<file path="src/rtl/mem_port_arbiter_pkg.sv">
// Shared definitions for the unified memory port arbiter.
// Latency: n/a (types and constants only).
// Backpressure: n/a.
package mem_port_arbiter_pkg;

    // Arbiter FSM states: idle, or holding an access for fetch or data.
    typedef enum logic [1:0] {
        IDLE   = 2'd0,
        BUSY_I = 2'd1,
        BUSY_D = 2'd2
    } arb_state_e;

    // Read data returned to the owner when the watchdog aborts an access.
    localparam logic [31:0] READ_ERR_DATA = 32'h0;

endpackage

</file>
<file path="src/rtl/mem_port_arbiter_if.sv">
// Bundle of requester, memory and status signals around the arbiter.
// Latency: n/a (wiring only).
// Backpressure: requests are levels held until the matching ready pulse.
//   slave  : arbiter view (takes requests, drives memory strobes and readies)
//   master : environment view (fetch unit, data controller and memory model)
interface mem_port_arbiter_if;
    // fetch side
    logic        i_req;
    logic [31:0] i_addr;
    logic [31:0] i_rdata;
    logic        i_ready;
    // data side
    logic        d_read;
    logic [3:0]  d_we;
    logic [31:0] d_addr;
    logic [31:0] d_wdata;
    logic [31:0] d_rdata;
    logic        d_ready;
    // memory side
    logic [31:0] m_addr;
    logic [31:0] m_wdata;
    logic        m_re;
    logic [3:0]  m_we;
    logic [31:0] m_rdata;
    logic        m_ready;
    // status
    logic        bus_err;
    logic        busy;

    modport slave (
        input  i_req, i_addr, d_read, d_we, d_addr, d_wdata, m_rdata, m_ready,
        output i_rdata, i_ready, d_rdata, d_ready,
               m_addr, m_wdata, m_re, m_we, bus_err, busy
    );

    modport master (
        output i_req, i_addr, d_read, d_we, d_addr, d_wdata, m_rdata, m_ready,
        input  i_rdata, i_ready, d_rdata, d_ready,
               m_addr, m_wdata, m_re, m_we, bus_err, busy
    );
endinterface

</file>
<file path="src/rtl/mem_port_arbiter_watchdog.sv">
// Loadable down-counter that flags expiry when it has reached zero while enabled.
// Latency: expire_o is combinational from the count and en_i.
// Backpressure: none; load_i takes priority over counting.
//   clk, rst_n : clock and async active-low reset
//   load_i / load_val_i : preload the count
//   en_i : count down one per cycle; expire_o = en_i && count == 0
module arb_watchdog #(
    parameter int W = 9
) (
    input  logic         clk,
    input  logic         rst_n,
    input  logic         load_i,
    input  logic [W-1:0] load_val_i,
    input  logic         en_i,
    output logic         expire_o
);
    logic [W-1:0] cnt_q;

    always_ff @(posedge clk or negedge rst_n) begin
        if (!rst_n) begin
            cnt_q <= '0;
        end else if (load_i) begin
            cnt_q <= load_val_i;
        end else if (en_i && (cnt_q != '0)) begin
            cnt_q <= cnt_q - 1'b1;
        end
    end

    assign expire_o = en_i && (cnt_q == '0);
endmodule

</file>
<file path="src/rtl/mem_port_arbiter.sv">
// Shares one memory port between fetch and data; data wins, bounded by a burst limit.
// Latency: strobes one cycle after a request is seen in IDLE; ready is combinational on m_ready.
// Backpressure: requests are held levels; a new grant is only made from IDLE.
//   clock, reset_n : clock and async active-low reset
//   bus (slave)    : fetch/data request ports, memory port, bus_err and busy status
module mem_port_arbiter
    import mem_port_arbiter_pkg::*;
#(
    parameter int MAX_D_BURST = 4,
    parameter int TIMEOUT     = 256,
    parameter int TO_W        = 9
) (
    input  logic               clock,
    input  logic               reset_n,
    mem_port_arbiter_if.slave  bus
);
    localparam logic [3:0]      BURST_MAX = 4'(MAX_D_BURST);
    // The watchdog fires when it has counted down to zero, i.e. on busy cycle TIMEOUT.
    localparam logic [TO_W-1:0] WD_LOAD   = (TIMEOUT == 0) ? '0 : TO_W'(TIMEOUT - 1);

    arb_state_e  state_q;
    logic [31:0] m_addr_q;
    logic [31:0] m_wdata_q;
    logic        m_re_q;
    logic [3:0]  m_we_q;
    logic [3:0]  burst_q;

    logic d_req, d_is_wr, grant_d, grant_i, busy_w, wd_en, wd_expire, done;

    // A nonzero byte enable makes it a write; d_read is then ignored.
    assign d_is_wr = |bus.d_we;
    assign d_req   = bus.d_read | d_is_wr;

    assign grant_d = (state_q == IDLE) && d_req && (!bus.i_req || (burst_q < BURST_MAX));
    assign grant_i = (state_q == IDLE) && !grant_d && bus.i_req;

    assign busy_w  = (state_q != IDLE);
    assign wd_en   = busy_w && (TIMEOUT != 0);

    arb_watchdog #(.W(TO_W)) u_wd (
        .clk        (clock),
        .rst_n      (reset_n),
        .load_i     (grant_d | grant_i),
        .load_val_i (WD_LOAD),
        .en_i       (wd_en),
        .expire_o   (wd_expire)
    );

    // Memory completion beats a coincident watchdog expiry.
    assign done = busy_w && (bus.m_ready || wd_expire);

    always_ff @(posedge clock or negedge reset_n) begin
        if (!reset_n) begin
            state_q   <= IDLE;
            m_addr_q  <= '0;
            m_wdata_q <= '0;
            m_re_q    <= 1'b0;
            m_we_q    <= '0;
            burst_q   <= '0;
        end else begin
            case (state_q)
                IDLE: begin
                    if (grant_d) begin
                        state_q   <= BUSY_D;
                        m_addr_q  <= bus.d_addr;
                        m_wdata_q <= bus.d_wdata;
                        m_re_q    <= !d_is_wr;
                        m_we_q    <= bus.d_we;
                        // Grant only happens below the limit, so +1 cannot exceed it.
                        burst_q   <= bus.i_req ? (burst_q + 4'd1) : 4'd0;
                    end else if (grant_i) begin
                        state_q   <= BUSY_I;
                        m_addr_q  <= bus.i_addr;
                        m_wdata_q <= '0;
                        m_re_q    <= 1'b1;
                        m_we_q    <= '0;
                        burst_q   <= '0;
                    end
                end
                default: begin
                    // Address and strobes are held; requester inputs are not looked at.
                    if (done) begin
                        state_q <= IDLE;
                        m_re_q  <= 1'b0;
                        m_we_q  <= '0;
                    end
                end
            endcase
        end
    end

    assign bus.m_addr  = m_addr_q;
    assign bus.m_wdata = m_wdata_q;
    assign bus.m_re    = m_re_q;
    assign bus.m_we    = m_we_q;
    assign bus.busy    = busy_w;

    assign bus.i_ready = (state_q == BUSY_I) && done;
    assign bus.d_ready = (state_q == BUSY_D) && done;
    assign bus.bus_err = busy_w && wd_expire && !bus.m_ready;

    // Read data is only passed through on a real memory completion.
    assign bus.i_rdata = (bus.i_ready && bus.m_ready) ? bus.m_rdata : READ_ERR_DATA;
    assign bus.d_rdata = (bus.d_ready && bus.m_ready) ? bus.m_rdata : READ_ERR_DATA;
endmodule

</file>
<file path="src/flat_wrapper.sv">
// flat-port wrapper written by rule: the top's interface ports become plain ports
module mem_port_arbiter_flat import mem_port_arbiter_pkg::*;
#(
    parameter int MAX_D_BURST = 4,
    parameter int TIMEOUT     = 256,
    parameter int TO_W        = 9
)
  (clock, reset_n, bus_i_req, bus_i_addr, bus_d_read, bus_d_we, bus_d_addr, bus_d_wdata, bus_m_rdata, bus_m_ready, bus_i_rdata, bus_i_ready, bus_d_rdata, bus_d_ready, bus_m_addr, bus_m_wdata, bus_m_re, bus_m_we, bus_bus_err, bus_busy);
  mem_port_arbiter_if bus_i ();
  input  logic clock;
  input  logic reset_n;
  input wire logic [$bits(bus_i.i_req)-1:0] bus_i_req;
  input wire logic [$bits(bus_i.i_addr)-1:0] bus_i_addr;
  input wire logic [$bits(bus_i.d_read)-1:0] bus_d_read;
  input wire logic [$bits(bus_i.d_we)-1:0] bus_d_we;
  input wire logic [$bits(bus_i.d_addr)-1:0] bus_d_addr;
  input wire logic [$bits(bus_i.d_wdata)-1:0] bus_d_wdata;
  input wire logic [$bits(bus_i.m_rdata)-1:0] bus_m_rdata;
  input wire logic [$bits(bus_i.m_ready)-1:0] bus_m_ready;
  output wire logic [$bits(bus_i.i_rdata)-1:0] bus_i_rdata;
  output wire logic [$bits(bus_i.i_ready)-1:0] bus_i_ready;
  output wire logic [$bits(bus_i.d_rdata)-1:0] bus_d_rdata;
  output wire logic [$bits(bus_i.d_ready)-1:0] bus_d_ready;
  output wire logic [$bits(bus_i.m_addr)-1:0] bus_m_addr;
  output wire logic [$bits(bus_i.m_wdata)-1:0] bus_m_wdata;
  output wire logic [$bits(bus_i.m_re)-1:0] bus_m_re;
  output wire logic [$bits(bus_i.m_we)-1:0] bus_m_we;
  output wire logic [$bits(bus_i.bus_err)-1:0] bus_bus_err;
  output wire logic [$bits(bus_i.busy)-1:0] bus_busy;
  assign bus_i.i_req = bus_i_req;
  assign bus_i.i_addr = bus_i_addr;
  assign bus_i.d_read = bus_d_read;
  assign bus_i.d_we = bus_d_we;
  assign bus_i.d_addr = bus_d_addr;
  assign bus_i.d_wdata = bus_d_wdata;
  assign bus_i.m_rdata = bus_m_rdata;
  assign bus_i.m_ready = bus_m_ready;
  assign bus_i_rdata = bus_i.i_rdata;
  assign bus_i_ready = bus_i.i_ready;
  assign bus_d_rdata = bus_i.d_rdata;
  assign bus_d_ready = bus_i.d_ready;
  assign bus_m_addr = bus_i.m_addr;
  assign bus_m_wdata = bus_i.m_wdata;
  assign bus_m_re = bus_i.m_re;
  assign bus_m_we = bus_i.m_we;
  assign bus_bus_err = bus_i.bus_err;
  assign bus_busy = bus_i.busy;
  mem_port_arbiter #(.MAX_D_BURST(MAX_D_BURST), .TIMEOUT(TIMEOUT), .TO_W(TO_W)) u_core (.clock(clock), .reset_n(reset_n), .bus(bus_i));
endmodule
</file>
<file path="config.mk">
export PLATFORM = sky130hd
export DESIGN_NAME = mem_port_arbiter_flat
export DESIGN_NICKNAME = d
export VERILOG_FILES = /design/src/rtl/mem_port_arbiter_pkg.sv /design/src/rtl/mem_port_arbiter_if.sv /design/src/rtl/mem_port_arbiter_watchdog.sv /design/src/rtl/mem_port_arbiter.sv /design/src/flat_wrapper.sv
export SDC_FILE = /design/constraint.sdc
export NUM_CORES = 1
export LEC_CHECK = 0
export CAP_MARGIN = 10
export CORE_UTILIZATION = 35
export CTS_CLUSTER_DIAMETER = 40
export DETAILED_ROUTE_END_ITERATION = 12
export HOLD_SLACK_MARGIN = 0.08
export PLACE_DENSITY = 0.8
export SYNTH_ARGS = -nofsm -noshare
export SYNTH_HDL_FRONTEND = slang
export SYNTH_SLANG_ARGS = --single-unit
</file>
<file path="constraint.sdc">
create_clock -name clock -period 2.4 [get_ports clock]
set_input_delay 0.48 -clock clock [delete_from_list [all_inputs] [get_ports clock]]
set_output_delay 0.48 -clock clock [all_outputs]
set_load 0.1 [all_outputs]
</file>
## Word level (Yosys, flattened, before mapping)

Cells that the tools add are included.

- Add/subtract/negate cells: 2
- $lt $le $gt $ge: 1
- Eq/ne operators: 3
- Mux-type cells: 22
- Bitwise gates (word level): 2
- Reduce and logical (&&, ||, !) cells: 29

Operators by type and width:

| cell | count |
|---|---|
| 32-bit two-way mux | 6 |
| 4-bit two-way mux | 6 |
| 9-bit two-way mux | 2 |
| 1-bit logical AND | 13 |
| 9-bit logical NOT | 1 |
| 9-bit nonzero test | 1 |
| 9-bit by 1-bit subtractor with 9-bit output, second input constant | 1 |
| 2-bit two-way mux | 4 |
| 2-bit nonzero test | 4 |
| 4-bit by 1-bit adder with 4-bit output, second input constant | 1 |
| 1-bit logical NOT | 4 |
| 4-bit by 3-bit < comparator with 1-bit output, second input constant | 1 |
| 1-bit two-way mux | 4 |
| 2-bit AND reduction | 2 |
| 4-bit OR reduction | 1 |
| 3-bit by 1-bit != test with 1-bit output, second input constant | 1 |
| 2-bit by 1-bit equality test with 1-bit output, second input constant | 1 |
| 2-bit equality test, second input constant | 1 |
| 2-bit logical NOT | 1 |
| 1-bit logical OR | 2 |
| 1-bit OR | 2 |

- Bits in registers: 84
- Bits of input ports: 137
- Output and inout bits: 137
- Word-level logic and storage cells: 66

## Logic depth before layout (Yosys ltp)

- Word-level depth: 10
- Gate-level depth with buffers: 7
- Gate-level depth less buffers: 6

## Hierarchy

From an unflattened synthesis, not the netlist that was laid out.

- Cells, all modules: 398
- Area, all modules: 4181.5 sq um

Modules (own cells, without submodules):

| module | instances | cells an instance | area an instance (sq um) | seq. area each (sq um) |
|---|---|---|---|---|
| mem_port_arbiter | 1 | 330 | 3594.7 | 1876.8 |
| arb_watchdog | 1 | 68 | 586.8 | 225.2 |

## Worst setup path after synthesis

No wires, ideal clock.

- Kind: register -> output
- Start point: register u_core.u_wd.cnt_q[0]
- End point: output port bus_bus_err
- Arrival time: 4.321 ns
- Data required time: 1.920 ns
- Setup slack: -2.401 ns
- Stages on the path, launching flop included: 5
- Path buffers: 0
- Cells stage by stage: dfrtp_1 -> inv_1 -> ha_1 -> or4b_1 -> nor4b_1

- Longest elaborated chain between the ends: 4

RTL lines:

| element | RTL line | source |
|---|---|---|
| start, declared | mem_port_arbiter_watchdog.sv:17 | `logic [W-1:0] cnt_q;` |
| start signal, assigned | mem_port_arbiter_watchdog.sv:23 | `cnt_q <= load_val_i;` |
| start signal, assigned | mem_port_arbiter_watchdog.sv:25 | `cnt_q <= cnt_q - 1'b1;` |
| 9-bit logical NOT | mem_port_arbiter_watchdog.sv:29 | `assign expire_o = en_i && (cnt_q == '0);` |
| 1-bit logical AND | mem_port_arbiter_watchdog.sv:29 |  |
| 1-bit logical AND (2 in series) | mem_port_arbiter.sv:100 | `assign bus.bus_err = busy_w && wd_expire && !bus.m_ready;` |
| end, declared | flat_wrapper.sv:28 | `output wire logic [$bits(bus_i.bus_err)-1:0] bus_bus_err;` |

Every way passes these cells.

## Final worst setup path

Same ends and word-level chain as after synthesis.

==> results.ini <==
[status]
outcome = complete, but fails checks
violated_checks = setup timing

[sta]
final.min_clock_period_ps = 2424
maxSlewViolCount = 0
hold_violations_final = 0
rsz0062_at_grt = true
tightestPinTransition_ps = 619.9
fin_worst_skew_ps = 7.810
worst_slew_margin_relative_to_its_limit_pct = 58.48
max_freq_ghz = 0.4125
period_utilisation_layout_pct = 101.0
fin_worst_hold_slack_ps = 128.6
smallest_setup_slack_after_layout_ps = -23.98
setup_violations = 1

[route]
drt-initial-drc-count = 223
routed-wl-met2_um = 7292
detailedRoute.firstPassIterationCount = 4
route.top_layer_used = met4
dr_total_vias = 4208
detail_route.vias_per_cell = 5.052
drc = 0
wire_per_inst_um = 16.66
route.antenna.remaining_nets = 0
wl_um = 13880
met3WireLength_um = 1014
wirelength_met1_um = 5185

[yosys]
synth.ff_latch_count = 84
ys_async_sr_fraction_pct = 100.0
synth-seq-area-share_pct = 53.18
post_synth_instance_area_sq_um = 3953
yosysWarnings = 0
synth_largest_type_area_fraction_pct = 53.18
post_synth_edffs = 0
post_synth_inst_count = 408
yosysTopAreaCell = sky130_fd_sc_hd__dfrtp_1
syn_area_cell_sq_um = 9.688
post_synth_main_area_contributors = sky130_fd_sc_hd__dfrtp_1, sky130_fd_sc_hd__and2_1, sky130_fd_sc_hd__a21oi_1
synth_flop_cell = sky130_fd_sc_hd__dfrtp_1
postSynthNetCount = 547
netlist-cell-type-count = 35

[grt]
grt_antenna_before_repair = 1
maximum_number_of_pins_on_one_net_before_global_route_repair = 43
grt_pass1_vias = 4162
grt_overflow_total = 0
grt_pass1_wl_um = 20910
grtUsageTotal_pct = 23.36

[cts]
cts_inserted_buffers = 9
cts.clk_slew.worst_paths_ps = 60
cts_tree = done
post_cts_hold_buffer_count = 0
worst_skew_pair.late_latency_ps = 330
clk_root_buffer_cell = sky130_fd_sc_hd__clkbuf_16
ctsHtreeMaxLevel = 3
cts-root-to-sink-buffers = 2
cts_sinks = 84

[layout]
drive_above_1_share_pct = 28.03
final_nets = 826
mostFrequentLayoutCell = sky130_fd_sc_hd__clkdlybuf4s50_1
mostFrequentLayoutCells = sky130_fd_sc_hd__clkdlybuf4s50_1, sky130_fd_sc_hd__buf_4, sky130_fd_sc_hd__dfrtp_1, sky130_fd_sc_hd__buf_12, sky130_fd_sc_hd__a21oi_1
area_growth_syn_to_layout_pct = 98.51

[setup_path]
critical_path.reg2reg.endpoint = u_core.u_wd.cnt_q[6]
reg2reg_path_depth = 7
endpoint = bus_bus_err
cp_max_fo = 2
crit_required_ps = 1920
cp-end-kind = primary output
criticalPathCategory = flip-flop to primary output
crit_path_start_kind = flip-flop
launching_element_of_the_worst_setup_path = u_core.u_wd.cnt_q[0]
worstPathArrival_ps = 1940
r2r-start = u_core.u_wd.cnt_q[0]
ff2ff_setup_slack_ps = 400

[floorplan]
floorplan.die_area_sq_um = 11720
die_height_um = 108.3
coreArea_sq_um = 10940
row_count = 38
top_level_ports = 274
die_boundary_width_um = 108.3
initial_standard_cell_utilization_of_the_core_pct = 36.14

[placed_design]
dp_hpwl_um = 10810
place_congestion = 0.8381
buffer_ports.inserted = 273

[min_path]
worst_hold_path_type = input port to asynchronous set/reset pin

[flow_run]
max_cap_viol = 0

## synthesized netlist by cell type (2+ instances only)
cell                       count
sky130_fd_sc_hd__inv_1         3
sky130_fd_sc_hd__nand2_1      38
sky130_fd_sc_hd__nor4_1        3
sky130_fd_sc_hd__and3b_1       2
sky130_fd_sc_hd__o21ai_0       5
sky130_fd_sc_hd__buf_2        10
sky130_fd_sc_hd__nor3_1        3
sky130_fd_sc_hd__ha_1          2
sky130_fd_sc_hd__a21oi_1      67
sky130_fd_sc_hd__a21o_1        3
sky130_fd_sc_hd__nor2_1       38
sky130_fd_sc_hd__a31oi_1       4
sky130_fd_sc_hd__a211oi_1      2
sky130_fd_sc_hd__buf_6         2
sky130_fd_sc_hd__dfrtp_1      84
sky130_fd_sc_hd__and2_1       65
sky130_fd_sc_hd__a32o_1        2
sky130_fd_sc_hd__buf_1         2
sky130_fd_sc_hd__a22o_1       36
sky130_fd_sc_hd__nor3b_1       3
sky130_fd_sc_hd__nand3_1       5
sky130_fd_sc_hd__clkbuf_1     15
sky130_fd_sc_hd__mux2i_1       2
## cells by family (layout without fill, tap and decap cells)
| family | after synthesis | count (layout) | share of synthesized area (%) |
|---|---|---|---|
| AOI/OAI and AO/OA | 125 | 125 | 20.64 |
| xor gates and xnor gates | 1 | 1 | 0.2216 |
| adders and majority gates | 2 | 2 | 0.6330 |
| buffers and inverters | 32 | 316 | 3.735 |
| DFF | 84 | 84 | 53.18 |
| muxes | 2 | 2 | 0.5065 |
| other | 0 | 1 | 0 |
| and+or+nand+nor | 162 | 162 | 21.08 |
## critical path: stages (launching register included)
cell and delay (ps):
sky130_fd_sc_hd__dfrtp_1 390, sky130_fd_sc_hd__inv_2 80, sky130_fd_sc_hd__ha_4 130, sky130_fd_sc_hd__or4b_4 480
sky130_fd_sc_hd__nor4b_4 320, sky130_fd_sc_hd__buf_12 220
## worst min-delay path by stage
stage	start	end	slack, ps
after floorplan	reset_n	u_core.burst_q[0]	180
after global placement	u_core.burst_q[3]	u_core.burst_q[3]	470
after detailed placement	u_core.burst_q[3]	u_core.burst_q[3]	470
after CTS	reset_n	u_core.bus.m_wdata[16]	140
after global routing	reset_n	u_core.bus.m_wdata[10]	160
final	reset_n	u_core.bus.m_wdata[10]	130
## area by class of cell
class                      count  area (sq um)
multi-input combinational    292          1782
inverter                       3         11.26
sequential                    84          2102
fill                         798          3089
timing repair buffer         297          3481
antenna                        1         2.502
tap                          140         175.2
clock buffer                   9         225.2
clock inverter                 7         67.56
## registers in the layout, indices dropped and copies added, names as in the netlist
| name | cells |
|---|---|
| u_core.burst_q | 4 |
| u_core.bus.m_addr | 32 |
| u_core.bus.m_re | 1 |
| u_core.bus.m_wdata | 32 |
| u_core.bus.m_we | 4 |
| u_core.state_q | 2 |
| u_core.u_wd.cnt_q | 9 |
## stage by stage
stage                     util (%)  setup TNS, ps  std cells  area (sq um)  setup slack [ps]
final                        71.75         -23.98        833          7846            -23.98
after global routing         71.75         -94.49        833          7846            -84.98
after CTS                    71.67         -46.37        832          7838            -46.37
after detailed placement     68.72              0        812          7515             20.91
after global placement       68.72              0        812          7515             43.22
after floorplan                  -         -451.0        408          4013            -300.8
## what timing repair did
item / 4_1_cts / 5_1_grt
resized for setup: 0 / 1
pin swaps: 2 / 0
endpoints found under the setup margin: 1 / 3
setup buffers: 4 / 0
## routing by layer
metal | up-vias | track usage (%)
met3 | 28 | 5.485
met2 | 197 | 42.54
li1 | 1989 | -
met4 | 0 | 10.33
met1 | 1994 | 25.76
met5 | - | 0
Power is not shown: default switching activity piles up to over one toggle a cycle in this logic, so the estimate is an artifact.
